--- src/rtl/div_sched_2ch.sv ---
// div_sched_2ch: round-robin two-requester issue scheduler for a pipelined 8-bit divider.
// Optional divide-by-zero flagging/forcing is enabled with `define DIV_SCHED_DZ_CHECK_EN.
module div_sched_2ch #(
  parameter int DIV_LATENCY = 8
) (
  input  logic       clk,
  input  logic       rst_n,
  input  logic       sched_en,
  input  logic [1:0] req_valid,
  output logic [1:0] req_ready,
  input  logic [7:0] req_dividend0,
  input  logic [7:0] req_divisor0,
  input  logic [7:0] req_dividend1,
  input  logic [7:0] req_divisor1,
  output logic [7:0] div_dividend,
  output logic [7:0] div_divisor,
  input  logic [7:0] div_quotient,
  input  logic [7:0] div_reminder,
  output logic [1:0] rsp_valid,
  output logic [7:0] rsp_quotient,
  output logic [7:0] rsp_reminder,
  output logic       rsp_dz,
  output logic [3:0] in_flight
);
  // One tag per cycle from issue until the response register captures the result.
  localparam int D = DIV_LATENCY + 1;
  logic [7:0] div_dividend_q, div_dividend_d, div_divisor_q, div_divisor_d;
  logic [7:0] rsp_quotient_q, rsp_quotient_d, rsp_reminder_q, rsp_reminder_d;
  logic [1:0] rsp_valid_q, rsp_valid_d;
  logic [3:0] in_flight_q, in_flight_d;
  logic [D-1:0] tv_q, tv_d, tid_q, tid_d;
  logic lg_q, lg_d, gnt0, gnt1, xfer, last, zero;
`ifdef DIV_SCHED_DZ_CHECK_EN
  logic [D-1:0] tdz_q, tdz_d;
  logic rsp_dz_q, rsp_dz_d;
`endif
  always_comb begin
    gnt0 = sched_en & req_valid[0] & (~req_valid[1] | lg_q);
    gnt1 = sched_en & req_valid[1] & (~req_valid[0] | ~lg_q);
    req_ready = {gnt1, gnt0};
    xfer = gnt0 | gnt1;
    last = tv_q[D-1];
    div_dividend_d = xfer ? (gnt1 ? req_dividend1 : req_dividend0) : div_dividend_q;
    div_divisor_d = xfer ? (gnt1 ? req_divisor1 : req_divisor0) : div_divisor_q;
    lg_d = xfer ? gnt1 : lg_q;
    tv_d = {tv_q[D-2:0], xfer};
    tid_d = {tid_q[D-2:0], gnt1};
`ifdef DIV_SCHED_DZ_CHECK_EN
    tdz_d = {tdz_q[D-2:0], xfer & ((gnt1 ? req_divisor1 : req_divisor0) == 8'd0)};
    zero = tdz_q[D-1];
    rsp_dz_d = last & zero;
`else
    zero = 1'b0;
`endif
    rsp_valid_d = {last & tid_q[D-1], last & ~tid_q[D-1]};
    rsp_quotient_d = last ? (zero ? 8'h00 : div_quotient) : rsp_quotient_q;
    rsp_reminder_d = last ? (zero ? 8'h00 : div_reminder) : rsp_reminder_q;
    in_flight_d = in_flight_q + {3'b0, xfer} - {3'b0, last};
  end
  always_ff @(posedge clk or negedge rst_n) begin
    if (!rst_n) begin
      div_dividend_q <= '0;
      div_divisor_q <= '0;
      rsp_quotient_q <= '0;
      rsp_reminder_q <= '0;
      rsp_valid_q <= '0;
      in_flight_q <= '0;
      tv_q <= '0;
      tid_q <= '0;
      lg_q <= 1'b1;
`ifdef DIV_SCHED_DZ_CHECK_EN
      tdz_q <= '0;
      rsp_dz_q <= 1'b0;
`endif
    end else begin
      div_dividend_q <= div_dividend_d;
      div_divisor_q <= div_divisor_d;
      rsp_quotient_q <= rsp_quotient_d;
      rsp_reminder_q <= rsp_reminder_d;
      rsp_valid_q <= rsp_valid_d;
      in_flight_q <= in_flight_d;
      tv_q <= tv_d;
      tid_q <= tid_d;
      lg_q <= lg_d;
`ifdef DIV_SCHED_DZ_CHECK_EN
      tdz_q <= tdz_d;
      rsp_dz_q <= rsp_dz_d;
`endif
    end
  end
  assign div_dividend = div_dividend_q;
  assign div_divisor = div_divisor_q;
  assign rsp_quotient = rsp_quotient_q;
  assign rsp_reminder = rsp_reminder_q;
  assign rsp_valid = rsp_valid_q;
  assign in_flight = in_flight_q;
`ifdef DIV_SCHED_DZ_CHECK_EN
  assign rsp_dz = rsp_dz_q;
`else
  assign rsp_dz = 1'b0;
`endif
endmodule

--- config.mk ---
export PLATFORM = sky130hd
export DESIGN_NAME = div_sched_2ch
export DESIGN_NICKNAME = d
export VERILOG_FILES = /design/src/rtl/div_sched_2ch.sv
export SDC_FILE = /design/constraint.sdc
export NUM_CORES = 1
export LEC_CHECK = 0
export ABC_AREA = 1
export CORE_ASPECT_RATIO = 1.5
export CORE_MARGIN = 3
export CORE_UTILIZATION = 29
export DETAILED_ROUTE_END_ITERATION = 10
export GPL_TIMING_DRIVEN = 0
export MAX_ROUTING_LAYER = met4
export PLACE_DENSITY_LB_ADDON = 0.05
export SYNTH_ARGS = -nofsm -noshare
export SYNTH_HDL_FRONTEND = slang
export SYNTH_SLANG_ARGS = --single-unit
--- constraint.sdc ---
create_clock -name clk -period 2.2 [get_ports clk]
set_input_delay 0.44 -clock clk [delete_from_list [all_inputs] [get_ports clk]]
set_output_delay 0.44 -clock clk [all_outputs]
set_load 0.05 [all_outputs]
# Yosys cells after proc, flatten, opt, wreduce, memory -nomap -nowiden
# Index checks and enable logic that the tools add are counted.
[totals] register_bits=57 input_bits=53 out_inout_bits=41 word_cells=26
[classes] addsub=2 n_mux=2 bitwise_logic=13
[op_table] op="8-bit two-way mux" n=2
[op_table] op="1-bit bitwise AND" n=6
[op_table] op="4-bit by 1-bit adder with 4-bit output" n=1
[op_table] op="1-bit inverter" n=4
[op_table] op="4-bit by 1-bit subtractor with 4-bit output" n=1
[op_table] op="1-bit OR" n=3

# Longest topological paths before layout
# Gate-level depths: netlist of run 1.
[depth] depth_word=6 depth_mapped=11 ltp_nobuf=10

# Worst setup path before layout of run 1
# OpenSTA, ideal clock, no wires.
[synth_timing] path_type="input -> register" start="in sched_en" end="reg in_flight_q[2] (netlist: in_flight[2])" setup_time_ns=0.123 arrival_time_ns=1.810 required_ns=2.077 slack_ns=0.267 path_stages=10 path_buffers=1 cell_sequence="nand2_1 -> nand2_4 -> inv_4 -> buf_6 -> ha_1 -> inv_1 -> ha_1 -> inv_1 -> fa_1 -> xnor2_1"
[synth_between] elab_chain_len=5 word_cells_on_any_way=7 classes_between="2 x add/sub; 5 x bitwise"
[synth_rtl] element="start, declared" line="8" rtl="input logic sched_en,"
[synth_rtl] element="1-bit bitwise AND, on equally long branches (2 in series)" line="38, 39"
[synth_rtl] element="1-bit OR (*)" line="41" rtl="xfer = gnt0 | gnt1;"
[synth_rtl] element="4-bit by 1-bit adder with 4-bit output (*)" line="58" rtl="in_flight_d = in_flight_q + {3'b0, xfer} - {3'b0, last};"
[synth_rtl] element="4-bit by 1-bit subtractor with 4-bit output (*)" line="58"
[synth_rtl] element="named net in_flight_d[2]" line="30" rtl="logic [3:0] in_flight_q, in_flight_d;"
[synth_rtl] element="end signal, assigned" line="81" rtl="in_flight_q <= in_flight_d;"
[synth_rtl] element="end, declared" line="30"
# The timed path passes the listed nets; every way through them passes the cells marked *.
# A chain may end at the register's enable or synchronous reset.

# Worst setup path in the final report of run 1
[layout_timing] start="reg lg_q" end="out req_ready[0]"
[layout_between] elab_chain_len=2
[layout_rtl] element="start, declared" line="32" rtl="logic lg_q, lg_d, gnt0, gnt1, xfer, last, zero;"
[layout_rtl] element="start signal, assigned" line="84" rtl="lg_q <= lg_d;"
[layout_rtl] element="1-bit OR" line="38" rtl="gnt0 = sched_en & req_valid[0] & (~req_valid[1] | lg_q);"
[layout_rtl] element="1-bit bitwise AND" line="38"
[layout_rtl] element="end, declared" line="10" rtl="output logic [1:0] req_ready,"
# No other way between the ends.

==> results.yml, run 1 <==
yosys:
  synthCells: 248
  synth.top_cells.by_area: "dfrtp_1 (60%), nand2_1 (20%), nand3_1 (3.8%)"
  syn_nets: 306
  synth-seq-area-share_pct: 60.7
  yosys-top-cells-count: "nand2_1 (125), dfrtp_1 (56), nand3_1 (18)"
  muxShareOfSynthArea_pct: 0
  synthSimpleGateAreaFrac_pct: 28.2
  synthArstFlopShare_pct: 100
  synth_top_area_share_pct: 59.6
  synth_fa_ha_area_share_pct: 2.98
  synth_cell_types: 23
  synth-seq-cells: 57
  synth-xor-area-share_pct: 0.745
  synthesis.area_sq_um: 2350
  synth_compound_area_share_pct: 0.639
  syn_avg_cell_area_sq_um: 9.48
  synth_enable_flop_cells: 0
  ys.flop_type: "dfrtp_1"
  synth_top_family_by_area: "simple AND/OR/NAND/NOR gates"
  synth.yosys.warnings: 0
  synth_area_leader_cell: "dfrtp_1"
  yosysMostFrequentCell: "nand2_1"
clocking:
  cts_tree: "done"
  clock_sinks: 57
  cts.path.max_buffers: 2
  clk-insertion-delay-late_ns: 0.31
  cts_root_buf: "clkbuf_16"
  path_clk_slew_ns: 0.05
  h-tree-depth: 3
  cts_made_buffers: 9
grt:
  antenna_found_initial: 0
  overflow: 0
  grt_max_degree: 34
  grt_use_total_pct: 13.3
  grt_first_pass_wirelength_um: 9020
  grt_pass1_vias: 1859
place:
  port_buffers: 92
  gp_congestion: 0.747
  post-place-ws_ns: -0.567
  place_hpwl_um: 4000
die:
  die_h_um: 116
  die_w_um: 79.5
  rows: 39
  die_area_sq_um: 9250
  initial_core_util_pct: 30.3
  pin_count: 94
  core_area_sq_um: 7760
routing:
  dr.pass1.iters: 3
  drt-initial-drc-count: 48
  vias: 1881
  routed_wirelength_um: 5490
  vias_per_cell: 4.10
  ant_nets: 0
  drc: 0
  post_drt_wl_per_cell_um: 12.0
sta:
  worstMarginPinSlew_ns: 0.585
  finalSetupViolations: 0
  period_minus_slack_ns: 2.09
  final.setup_skew_ns: 0.00501
  rsz0062_at_grt: "no"
  finalSetupTns_ns: 0
  worst_slack_ns: 0.115
  drv_slew: 0
  post-route-period-util_pct: 94.8
  slew_headroom_pct: 61.0
  fmax_mhz: 480
  hold_violations: 0
critical_path:
  crit_arrival_ns: 1.65
  worst-path-max-fanout: 2
  cp_cell_sequence: "inv_1 -> a21oi_1 -> buf_4 -> clkdlybuf4s15_1"
  critPathKind: "register to primary output"
  r2r_slack_ns: 0.63
  worst_r2r_endpoint: "in_flight[2]"
  cpMaxStageDelayCell: "dfstp_2"
  cp-start-kind: "register"
  critical_path.endpoint_type: "primary output"
  worstPathRequired_ns: 1.76
  slowest_delay_ns: 0.55
  rr_startpoint: "tv_q[8]"
  reg2regPathDepth: 6
cells_and_area:
  drive_gt1_share_pct: 12.0
  fin_util_pct: 47.5
  layout.nets: 411
  area_delta_synth_final_pct: 56.6
  diodes: 0
pwr:
  leakage_nw: 1.85
  ir_drop_v: 0.000499
  powerDensity_nw_per_um2: 1000
run_status:
  status: "completed"
hold_path:
  min_path_type: "input pin to async pin"
job:
  cap_violations: 0
## state kept, by name (all words and copies together), names as in the netlist
| name | cells |
|---|---|
| tid_q | 9 |
| tv_q | 9 |
| div_dividend | 8 |
| div_divisor | 8 |
| rsp_quotient | 8 |
| rsp_reminder | 8 |
| in_flight | 4 |
| rsp_valid | 2 |
| lg_q | 1 |
## worst max-delay path by stage
stage | slack (ns) | depth (start not counted) | to | from
6_report | 0.11 | 4 | req_ready[0] | lg_q
4_1_cts | -0.03 | 7 | req_ready[1] | req_valid[0]
5_1_grt | 0.02 | 4 | req_ready[0] | lg_q
3_3_place_gp | -1.14 | 1 | div_divisor[2] | rst_n
2_1_floorplan | 0.27 | 10 | in_flight[2] | sched_en
3_5_place_dp | -0.57 | 8 | req_ready[1] | req_valid[1]
## cell families (layout without fill, tap and decap cells)
group	after synthesis	count (layout)
other	1	1
buffers and inverters	24	133
flip-flops	57	57
AND/OR/NAND/NOR	156	156
adder cells (fa/ha/maj)	5	5
XOR/XNOR	2	2
AO/OA/AOI/OAI	3	3
## through the flow
stage	instances	hold slack [ns]	area [sq um]	power (mW)
floorplan	248	0.144	2350	2.07
global placement	442	0.335	3400	2.51
detailed placement	443	0.338	3410	2.53
CTS	459	0.135	3670	3.76
global route	459	0.178	3680	3.89
finish	459	0.125	3680	3.70
## power breakdown
part	leakage, nW	switching (mW)	internal, mW
Sequential	0.701	0.0850	1.20
Combinational	1.02	0.756	0.450
Clock	0.124	0.416	0.785
## cells in the final DEF, fill, tap and decap left out, drive strengths merged
cell,n
nand2,137
clkdlybuf4s50,86
dfrtp,56
nand3,18
clkbuf,15
buf,15
inv,12
ha,4
a21oi,2
dlygate4sd2,2
xnor2,1
xor2,1
clkinv,1
nor2,1
o21ai,1
fa,1
conb,1
dlymetal6s2s,1
dfstp,1
clkdlybuf4s15,1
## area by class of cell
| class | count | area (sq um) |
|---|---|---|
| Sequential cell | 57 | 1430 |
| Inverter | 13 | 63.8 |
| Timing Repair Buffer | 94 | 938 |
| Multi-Input combinational cell | 167 | 776 |
| Buffer | 11 | 91.3 |
| Tap cell | 102 | 128 |
| Clock buffer | 15 | 258 |
| Fill cell | 771 | 4080 |
## per-layer routing
| layer | wire, um | track usage, % |
|---|---|---|
| met5 | 0 | - |
| met4 | 141 | 7.91 |
| met3 | 259 | 2.70 |
| met2 | 2810 | 21.0 |
| met1 | 2280 | 15.6 |
## timing repair
action | 4_1_cts | 5_1_grt
endpoints found under the setup margin | 4 | 4
pin swaps | 1 | 1
hold buffers | 0 | 0
setup buffers | 1 | 0
resized for setup | 10 | 2
## worst max-delay path: cells and delay by family, from the launching register on
| family | cells | cell delay, ns |
|---|---|---|
| compound gates | 1 | 0.12 |
| buf+inv | 3 | 0.66 |
| flops | 1 | 0.55 |
Note: power is estimated with default switching activity, not from simulation.
==> run 2: changes to the inputs <==
Settings changed: CTS_CLUSTER_SIZE set to 25, HOLD_SLACK_MARGIN set to 0.1.
Clock period 2.2 ns to 2.67 ns, I/O delays scaled along.
==> run 2 against run 1 <==
Hold slack gained 0.093 ns. Worst setup slack gained 0.086 ns. Core utilization shrank 0.18 points. Design area shrank 0.37%. Die area is the same.
==> results.yml, run 2 (synthesis results as in run 1) <==
place:
  place_hpwl_um: 4000
  place_area_sq_um: 3410
  gp_congestion: 0.747
  post-place-ws_ns: -0.285
  port_buffers: 92
die:
  die_area_sq_um: 9250
  pin_count: 94
  core_area_sq_um: 7760
  rows: 39
  die_w_um: 79.5
  die_h_um: 116
  initial_core_util_pct: 30.3
cells_and_area:
  area_delta_synth_final_pct: 56.0
  layout_common_cells: "nand2_1 (125), clkdlybuf4s50_1 (89), dfrtp_1 (56), nand3_1 (18)"
  final_common_cell: "nand2_1"
  fin_util_pct: 47.3
  layout.nets: 410
  diodes: 0
  drive_gt1_share_pct: 11.5
  finalInstanceArea_sq_um: 3670
  reg.largest.list: "tid_q x9, tv_q x9"
clocking:
  clk-insertion-delay-late_ns: 0.31
  path_clk_slew_ns: 0.05
  cts_made_buffers: 9
  cts_tree: "done"
  cts_root_buf: "clkbuf_16"
  h-tree-depth: 3
  post_cts.repair.setup_buffers: 0
  clock_sinks: 57
  cts.path.max_buffers: 2
pwr:
  leakage_nw: 1.83
  ir_drop_v: 0.000410
  p_total_mw: 3.04
  powerDensity_nw_per_um2: 830
critical_path:
  cpMaxStageDelayCell: "clkdlybuf4s50_1"
  slowest_delay_ns: 0.52
  r2r_slack_ns: 1.10
  cp-start-kind: "input pin"
  rr_startpoint: "tv_q[8]"
  worst-path-max-fanout: 2
  worstPathRequired_ns: 2.14
  critical_path.endpoint_type: "primary output"
  worst_r2r_endpoint: "in_flight[2]"
  crit_arrival_ns: 1.93
  cp_cell_sequence: "clkdlybuf4s50_1 -> nand2_1 -> a21oi_1 -> buf_4 -> dlygate4sd2_1"
  critPathKind: "input pin to primary output"
  reg2regPathDepth: 6
job:
  cap_violations: 0
sta:
  period_minus_slack_ns: 2.47
  worst_slack_ns: 0.201
  fmax_mhz: 405
  rsz0062_at_grt: "no"
  worstMarginPinSlew_ns: 0.586
  slew_headroom_pct: 60.9
  hold_violations: 0
  final.setup_skew_ns: 0.00499
  finalSetupViolations: 0
  drv_slew: 0
  post-route-period-util_pct: 92.5
routing:
  vias_per_cell: 4.10
  dr_wl_met3_um: 260
  dr.pass1.iters: 4
  vias: 1876
  routed.top_layer: "met4"
  ant_nets: 0
  met1_length_um: 2260
  routed_wirelength_um: 5450
  drc: 0
  dr_wl_met2_um: 2780
  drt-initial-drc-count: 45
  post_drt_wl_per_cell_um: 11.9
hold_path:
  min_path_type: "input pin to async pin"
grt:
  overflow: 0
  grt_pass1_vias: 1851
  grt_use_total_pct: 13.3
  grt_first_pass_wirelength_um: 9000
  antenna_found_initial: 0
  grt_max_degree: 34
run_status:
  status: "completed"
-- run 2: layout make-up --
| type | count | area [sq um] |
|---|---|---|
| plain buffers | 11 | 91.3 |
| inverters | 13 | 63.8 |
| repair buffers | 93 | 932 |
| flip-flops and latches | 57 | 1430 |
| fillers | 771 | 4090 |
| multi-input cells | 167 | 768 |
| clock buffers | 15 | 258 |
| well taps | 102 | 128 |
-- run 2: power breakdown --
| group | switching [mW] | total, mW | internal (mW) | leakage [nW] |
|---|---|---|---|---|
| clock network | 0.344 | 0.991 | 0.647 | 0.124 |
| logic | 0.622 | 0.992 | 0.370 | 1.00 |
| registers | 0.0693 | 1.06 | 0.992 | 0.701 |
| total | 1.04 | 3.04 | 2.01 | 1.83 |
-- run 2: worst max-delay path, delay by kind of cell --
family / cells / cell delay, ns
AND/OR/NAND/NOR: 1 / 0.12
buffers and inverters: 3 / 1.14
AO/OA/AOI/OAI: 1 / 0.13
-- run 2: worst max path at each step --
stage	startpoint	endpoint	slack [ns]
2_1_floorplan	sched_en	in_flight[2]	0.64
3_3_place_gp	rst_n	div_divisor[2]	-0.76
3_5_place_dp	req_valid[1]	req_ready[1]	-0.29
4_1_cts	sched_en	req_ready[0]	0.20
5_1_grt	sched_en	in_flight[2]	0.13
6_report	sched_en	req_ready[0]	0.20
-- run 2: metal layers --
| metal | track usage (%) | up-vias |
|---|---|---|
| met5 | - | - |
| met4 | 7.91 | 0 |
| met3 | 2.70 | 12 |
| met2 | 20.9 | 58 |
| met1 | 15.6 | 841 |
| li1 | - | 965 |
-- run 2: what timing repair did --
item                                    CTS  global route
hold buffers                              0             0
gates resized for setup                   3             0
endpoints found under the setup margin    2             0
-- run 2: stage by stage --
| step | instances | TNS, ns | hold slack (ns) |
|---|---|---|---|
| after floorplan | 248 | 0 | 0.238 |
| after global placement | 442 | -43.19 | 0.335 |
| after detailed placement | 443 | -0.520 | 0.338 |
| after CTS | 458 | 0 | 0.229 |
| after global routing | 458 | 0 | 0.272 |
| final | 458 | 0 | 0.218 |
